**config.mk**
```make
export PLATFORM = sky130hd
export DESIGN_NAME = pc_stack_unit
export DESIGN_NICKNAME = d
export VERILOG_FILES = /design/src/rtl/pc_pkg.sv /design/src/rtl/ras_lifo.sv /design/src/rtl/pc_stack_unit.sv
export SDC_FILE = /design/constraint.sdc
export NUM_CORES = 1
export LEC_CHECK = 0
export CAP_MARGIN = 25
export CORE_MARGIN = 4
export CORE_UTILIZATION = 45
export DETAILED_ROUTE_END_ITERATION = 8
export HOLD_SLACK_MARGIN = 0.06
export PLACE_DENSITY = 0.66
export SLEW_MARGIN = 20
export SYNTH_ARGS = -nofsm -noshare
export SYNTH_HDL_FRONTEND = slang
export SYNTH_HIERARCHICAL = 1
export SYNTH_SLANG_ARGS = --single-unit
export TNS_END_PERCENT = 50
```
**constraint.sdc**
```tcl
create_clock -name clock -period 3.7 [get_ports clock]
set_clock_uncertainty 0.05 [all_clocks]
set_input_delay 0.925 -clock clock [delete_from_list [all_inputs] [get_ports clock]]
set_output_delay 0.925 -clock clock [all_outputs]
set_load 0.02 [all_outputs]
```
**src/rtl/pc_pkg.sv**
```systemverilog
// Shared select encodings for the PC / return-address-stack unit.
package pc_pkg;

  typedef enum logic [2:0] {
    PC_HOLD    = 3'd0,
    PC_SEQ     = 3'd1,
    PC_RST_VEC = 3'd2,
    PC_INT_VEC = 3'd3,
    PC_ZERO    = 3'd4,
    PC_BUS_BUF = 3'd5,
    PC_REL     = 3'd6,
    PC_RAS     = 3'd7
  } pc_sel_e;

  typedef enum logic [1:0] {
    OFS_HOLD     = 2'd0,
    OFS_INC      = 2'd1,
    OFS_ZERO     = 2'd2,
    OFS_HOLD_ALT = 2'd3
  } offset_sel_e;

endpackage

```
**src/rtl/ras_lifo.sv**
```systemverilog
// Circular return-address stack: pushing onto a full stack overwrites the oldest
// entry, with sticky overflow/underflow flags.
module ras_lifo #(
  parameter int unsigned ADDR_W = 16,
  parameter int unsigned DEPTH  = 4
) (
  input  logic                     clock,
  input  logic                     reset,
  input  logic                     push,
  input  logic                     pop,
  input  logic                     clear_flags,
  input  logic [ADDR_W-1:0]        push_data,
  output logic [ADDR_W-1:0]        top,
  output logic [$clog2(DEPTH):0]   count,
  output logic                     overflow,
  output logic                     underflow
);

  localparam int unsigned PTR_W = $clog2(DEPTH);
  localparam int unsigned CNT_W = PTR_W + 1;

  logic [ADDR_W-1:0] mem_q [DEPTH];
  logic [ADDR_W-1:0] mem_d [DEPTH];
  logic [PTR_W-1:0]  wr_ptr_q, wr_ptr_d;
  logic [CNT_W-1:0]  count_q, count_d;
  logic              ovf_q, ovf_d, unf_q, unf_d;
  logic              empty, full, ovf_set, unf_set;

  assign empty = (count_q == '0);
  assign full  = (count_q == CNT_W'(DEPTH));

  always_comb begin
    mem_d    = mem_q;
    wr_ptr_d = wr_ptr_q;
    count_d  = count_q;
    ovf_set  = 1'b0;
    unf_set  = 1'b0;
    if (push && pop && !empty) begin
      mem_d[wr_ptr_q - PTR_W'(1)] = push_data;
    end else if (push) begin
      // Write pointer wraps, so a push when full lands on the oldest slot.
      mem_d[wr_ptr_q] = push_data;
      wr_ptr_d        = wr_ptr_q + PTR_W'(1);
      if (full) ovf_set = 1'b1;
      else      count_d = count_q + CNT_W'(1);
    end else if (pop) begin
      if (empty) begin
        unf_set = 1'b1;
      end else begin
        wr_ptr_d = wr_ptr_q - PTR_W'(1);
        count_d  = count_q - CNT_W'(1);
      end
    end
    ovf_d = ovf_set | (ovf_q & ~clear_flags);
    unf_d = unf_set | (unf_q & ~clear_flags);
  end

  always_ff @(posedge clock) begin
    if (!reset) begin
      wr_ptr_q <= '0;
      count_q  <= '0;
      ovf_q    <= 1'b0;
      unf_q    <= 1'b0;
    end else begin
      wr_ptr_q <= wr_ptr_d;
      count_q  <= count_d;
      ovf_q    <= ovf_d;
      unf_q    <= unf_d;
    end
  end

  always_ff @(posedge clock) begin
    mem_q <= mem_d;
  end

  assign top       = empty ? '0 : mem_q[wr_ptr_q - PTR_W'(1)];
  assign count     = count_q;
  assign overflow  = ovf_q;
  assign underflow = unf_q;

endmodule

```
**src/rtl/pc_stack_unit.sv**
```systemverilog
// Program counter with byte-offset counter, low-byte operand buffer and
// return-address stack.
module pc_stack_unit
  import pc_pkg::*;
#(
  parameter int unsigned ADDR_W    = 16,
  parameter int unsigned OFFSET_W  = 2,
  parameter int unsigned RAS_DEPTH = 4,
  parameter int unsigned VEC_W     = 3
) (
  input  logic                         clock,
  input  logic                         reset,
  input  logic [7:0]                   data_bus,
  input  logic [VEC_W-1:0]             rst_pc_in,
  input  logic [VEC_W-1:0]             int_pc_in,
  input  logic [2:0]                   pc_sel,
  input  logic [1:0]                   offset_sel,
  input  logic                         write_temp_buf,
  input  logic                         ras_push,
  input  logic                         ras_pop,
  input  logic                         clear_flags,
  output logic [ADDR_W-1:0]            pc,
  output logic [ADDR_W-1:0]            pc_w_offset,
  output logic [ADDR_W-1:0]            ras_top,
  output logic [$clog2(RAS_DEPTH):0]   ras_count,
  output logic                         ras_overflow,
  output logic                         ras_underflow
);

  logic [ADDR_W-1:0]   pc_q, pc_d;
  logic [OFFSET_W-1:0] offset_q, offset_d;
  logic [7:0]          tmp_buf_q, tmp_buf_d;
  logic [ADDR_W-1:0]   pc_seq, rst_vec, int_vec, bus_buf, pc_rel;

  assign pc_w_offset = pc_q + ADDR_W'(offset_q);
  assign pc_seq      = pc_w_offset + ADDR_W'(1);
  assign rst_vec     = ADDR_W'({rst_pc_in, 3'b000});
  assign int_vec     = ADDR_W'({1'b1, int_pc_in, 3'b000});
  assign bus_buf     = ADDR_W'({data_bus, tmp_buf_q});
  assign pc_rel      = pc_w_offset + {{(ADDR_W-8){data_bus[7]}}, data_bus};

  always_comb begin
    pc_d = pc_q;
    case (pc_sel_e'(pc_sel))
      PC_HOLD:    pc_d = pc_q;
      PC_SEQ:     pc_d = pc_seq;
      PC_RST_VEC: pc_d = rst_vec;
      PC_INT_VEC: pc_d = int_vec;
      PC_ZERO:    pc_d = '0;
      PC_BUS_BUF: pc_d = bus_buf;
      PC_REL:     pc_d = pc_rel;
      PC_RAS:     pc_d = ras_top;
      default:    pc_d = pc_q;
    endcase

    offset_d = offset_q;
    case (offset_sel_e'(offset_sel))
      OFS_INC:  offset_d = offset_q + OFFSET_W'(1);
      OFS_ZERO: offset_d = '0;
      default:  offset_d = offset_q;
    endcase

    tmp_buf_d = write_temp_buf ? data_bus : tmp_buf_q;
  end

  always_ff @(posedge clock) begin
    if (!reset) begin
      pc_q      <= '0;
      offset_q  <= '0;
      tmp_buf_q <= '0;
    end else begin
      pc_q      <= pc_d;
      offset_q  <= offset_d;
      tmp_buf_q <= tmp_buf_d;
    end
  end

  assign pc = pc_q;

  ras_lifo #(
    .ADDR_W (ADDR_W),
    .DEPTH  (RAS_DEPTH)
  ) u_ras (
    .clock       (clock),
    .reset       (reset),
    .push        (ras_push),
    .pop         (ras_pop),
    .clear_flags (clear_flags),
    .push_data   (pc_seq),
    .top         (ras_top),
    .count       (ras_count),
    .overflow    (ras_overflow),
    .underflow   (ras_underflow)
  );

endmodule

```
==> results.ini <==
[synthesis]
syn_nets = 701
synth_edf_count = 64
yosys.area_share.simple = 0.214
synth.yosys.warnings = 6
yosysMostFrequentCell = edfxtp_1
netlist_area_um2 = 6730
yosysTopAreaCell = edfxtp_1
synth_top_area_share = 0.285
synth_xor_area_frac = 0.0606
yosys-top-cells-count = 64 x edfxtp_1, 43 x nand2_1, 42 x nor2b_1, 38 x nor2_1
ys_top_cells_by_area = edfxtp_1 29%, dfxtp_1 9.8%, mux4_2 6.0%
synthCells = 649
synthDistinctLibCells = 78
synthAdderAreaFrac = 0.0535
synth_top_family_by_area = simple AND/OR/NAND/NOR gates
synth.area.mux_share = 0.0933
synthFlopType = edfxtp_1
synth-compound-area-share = 0.143
async_flop_share = 0
avgSynthCellArea_um2 = 10.4
yosysSeqAreaShare = 0.384
synth.ff_latch_count = 97

[floorplan]
coreArea_um2 = 14600
die_w_um = 130
die-area_um2 = 17000
num_rows = 44
die_h_um = 130
initial_utilization = 0.462
io_pins = 78

[worst_hold_path]
hold_depth = 2
min_to = u_ras/underflow
hp-start = u_ras/underflow
min_path_type = flop to flop

[clock_network]
clockRootBuffer = clkbuf_16
clkTransAtPathRegs_ns = 0.07
numCtsBuffers = 9
cts_max_path_buffers = 2
tritoncts = built
cts_sinks = 97
insertion_delay_ns = 0.36
htree_levels = 3

[run_status]
status = complete, no violations

[worst_setup_path]
cp_top_family = buffers and inverters
cp.required_ns = 2.72
regToRegSetupSlack_ns = 0.19
path_buf_inv = 2
start_kind = flop
crit_slowest_cell = clkdlybuf4s50_1
reg2reg_from = offset_q[0]
worstReg2RegEnd = pc[14]
cp_max_fo = 6
crit_chain = ha_2 -> fa_1 -> nand3_4 -> o21a_1 -> or2_2 -> buf_4 -> clkdlybuf4s50_1
r2r_cells = 13
crit_arrival_ns = 2.65
critPathCaptureType = output port
path_class = flop to output port
cpPeakStageDelay_ns = 0.53

[power]
seqPwrFrac = 0.313
p_switching_mw = 1.74
p_clk_frac = 0.228
peakVddDrop_mv = 0.353
swShare = 0.373
powerDensity_nw_per_um2 = 560
p_leak_nw = 3.28
p_int_mw = 2.92
p_comb_frac = 0.459

[global_route]
overflow = 0
track_usage = 0.232
grt_pass1_vias = 5521
grt_pass1_wl_mm = 29.9
grt_max_degree = 40
antenna_found_initial = 0

[layout]
syn_to_final_growth_pct = 23.6
diodes = 0
num-fill-cells = 1224
fin_area_um2 = 8330
nets = 802
drive_gt1_frac = 0.195

[detailed_routing]
met2_length_mm = 9.49
vias_per_cell = 5.98
ant_nets = 0
drt-total-wl_mm = 19.7
first_iter_violations = 466
drc = 0
wl_met3_mm = 1.43
top_layer_used = met4
m1WireLength_mm = 8.24
drt_first_pass_iters = 5
avgRoutedWirePerCell_um = 20.9
vias = 5619

[flow_run]
maxCapViolCount = 0

[placement]
gp_congestion = 0.954
hpwl_mm = 14.6
post_dp_cell_area_um2 = 7880
io_buffers = 77

[timing]
setup_violations = 0
worst_slew_pin_slew_ns = 0.613
period_needed_ns = 3.62
slew_violations = 0
tns_ns = 0
relSlewSlack = 0.590
post-route-period-util = 0.979
rsz0062_at_grt = yes
clock.fmax_ghz = 0.276
hold_viol = 0

-- repair_timing --
item                                    CTS  global route
hold buffers                              0             0
pin swaps                                 1             1
gates resized for setup                   6            15
buffers inserted                          1             1
endpoints found under the setup margin    7            12
-- flip-flops by register name, summed over array words and instances, names as in the netlist --
| register | flops |
|---|---|
| u_ras/mem_q | 64 |
| tmp_buf_q | 8 |
| u_ras/underflow | 1 |
| u_ras/count | 3 |
| pc | 16 |
| u_ras/wr_ptr_q | 2 |
| u_ras/overflow | 1 |
| offset_q | 2 |
-- placed cells by master (no fill, tap or decap), types with 16 or more instances in the layout --
cell type	synthesis	final
clkdlybuf4s50_1	0	71
nor2b_1	42	42
nand2_1	43	43
inv_1	23	23
ha_1	24	21
o21ai_0	32	32
xor2_1	17	17
nor2b_2	18	18
mux4_2	18	18
dfxtp_1	33	33
mux2i_1	20	20
nand3_1	16	16
a21oi_1	33	33
buf_4	2	48
and2b_1	26	26
xnor2_1	27	24
edfxtp_1	64	64
nor2_1	38	38
-- cell families (layout without fill, tap and decap cells) --
family | Yosys count | count (layout)
AND/OR/NAND/NOR | 239 | 239
multiplexers | 40 | 40
flip-flops | 97 | 97
AO/OA/AOI/OAI | 139 | 139
adder cells (fa/ha/maj) | 27 | 27
buffers and inverters | 62 | 168
XOR/XNOR | 45 | 45
-- cell type report --
cell class              instances  area (um^2)  share of cell area
multi-input cells             490         3910               0.469
flip-flops and latches         97         2580               0.310
repair buffers                127         1170               0.141
clock buffers                  10          239              0.0287
well taps                     184          230              0.0277
clock inverters                 6         96.3              0.0116
inverters                      25         96.3              0.0116
-- through the flow --
step | power (mW) | utilization | cells | hold WS (ns) | setup slack [ns]
global placement | 3.57 | 0.540 | 921 | 0.418 | -0.0157
finish | 4.67 | 0.571 | 939 | 0.447 | 0.0791
global route | 4.87 | 0.571 | 939 | 0.474 | -0.0485
floorplan | 2.79 | - | 649 | 0.405 | 0.0974
detailed placement | 3.60 | 0.540 | 921 | 0.433 | -0.0361
CTS | 4.67 | 0.564 | 938 | 0.452 | -0.0752
-- routing by layer --
metal / track usage / vias up
li1: - / 2565
met1: 0.307 / 2755
met2: 0.389 / 267
met3: 0.0319 / 32
met4: 0.0871 / 0
met5: 0 / -
-- tightest hold or removal path: cells and delay by family (launching register included) --
family / cells / cell delay (ns)
AND/OR/NAND/NOR: 1 / 0.07
flip-flops: 1 / 0.34
AO/OA/AOI/OAI: 1 / 0.05
-- power by group through the flow --
| stage | combinational, mW | clock [mW] | sequential [mW] |
|---|---|---|---|
| after global routing | 2.27 | 1.12 | 1.48 |
| final | 2.14 | 1.07 | 1.46 |
| after CTS | 2.13 | 1.08 | 1.46 |
| after detailed placement | 2.12 | 0 | 1.48 |
| after global placement | 2.10 | 0 | 1.47 |
| after floorplan | 1.32 | 0 | 1.47 |
-- worst max path at each step --
stage          slack (ns)              to        start  cells after the start
6_report             0.08  pc_w_offset[6]  offset_q[0]                      7
3_3_place_gp        -0.02          pc[12]  data_bus[0]                     11
5_1_grt             -0.05          pc[14]        pc[1]                     13
2_1_floorplan         0.1          pc[15]        pc[0]                     15
4_1_cts             -0.08  pc_w_offset[9]        pc[1]                      6
3_5_place_dp        -0.04          pc[14]  data_bus[0]                     12
(Power assumes the default switching activity.)
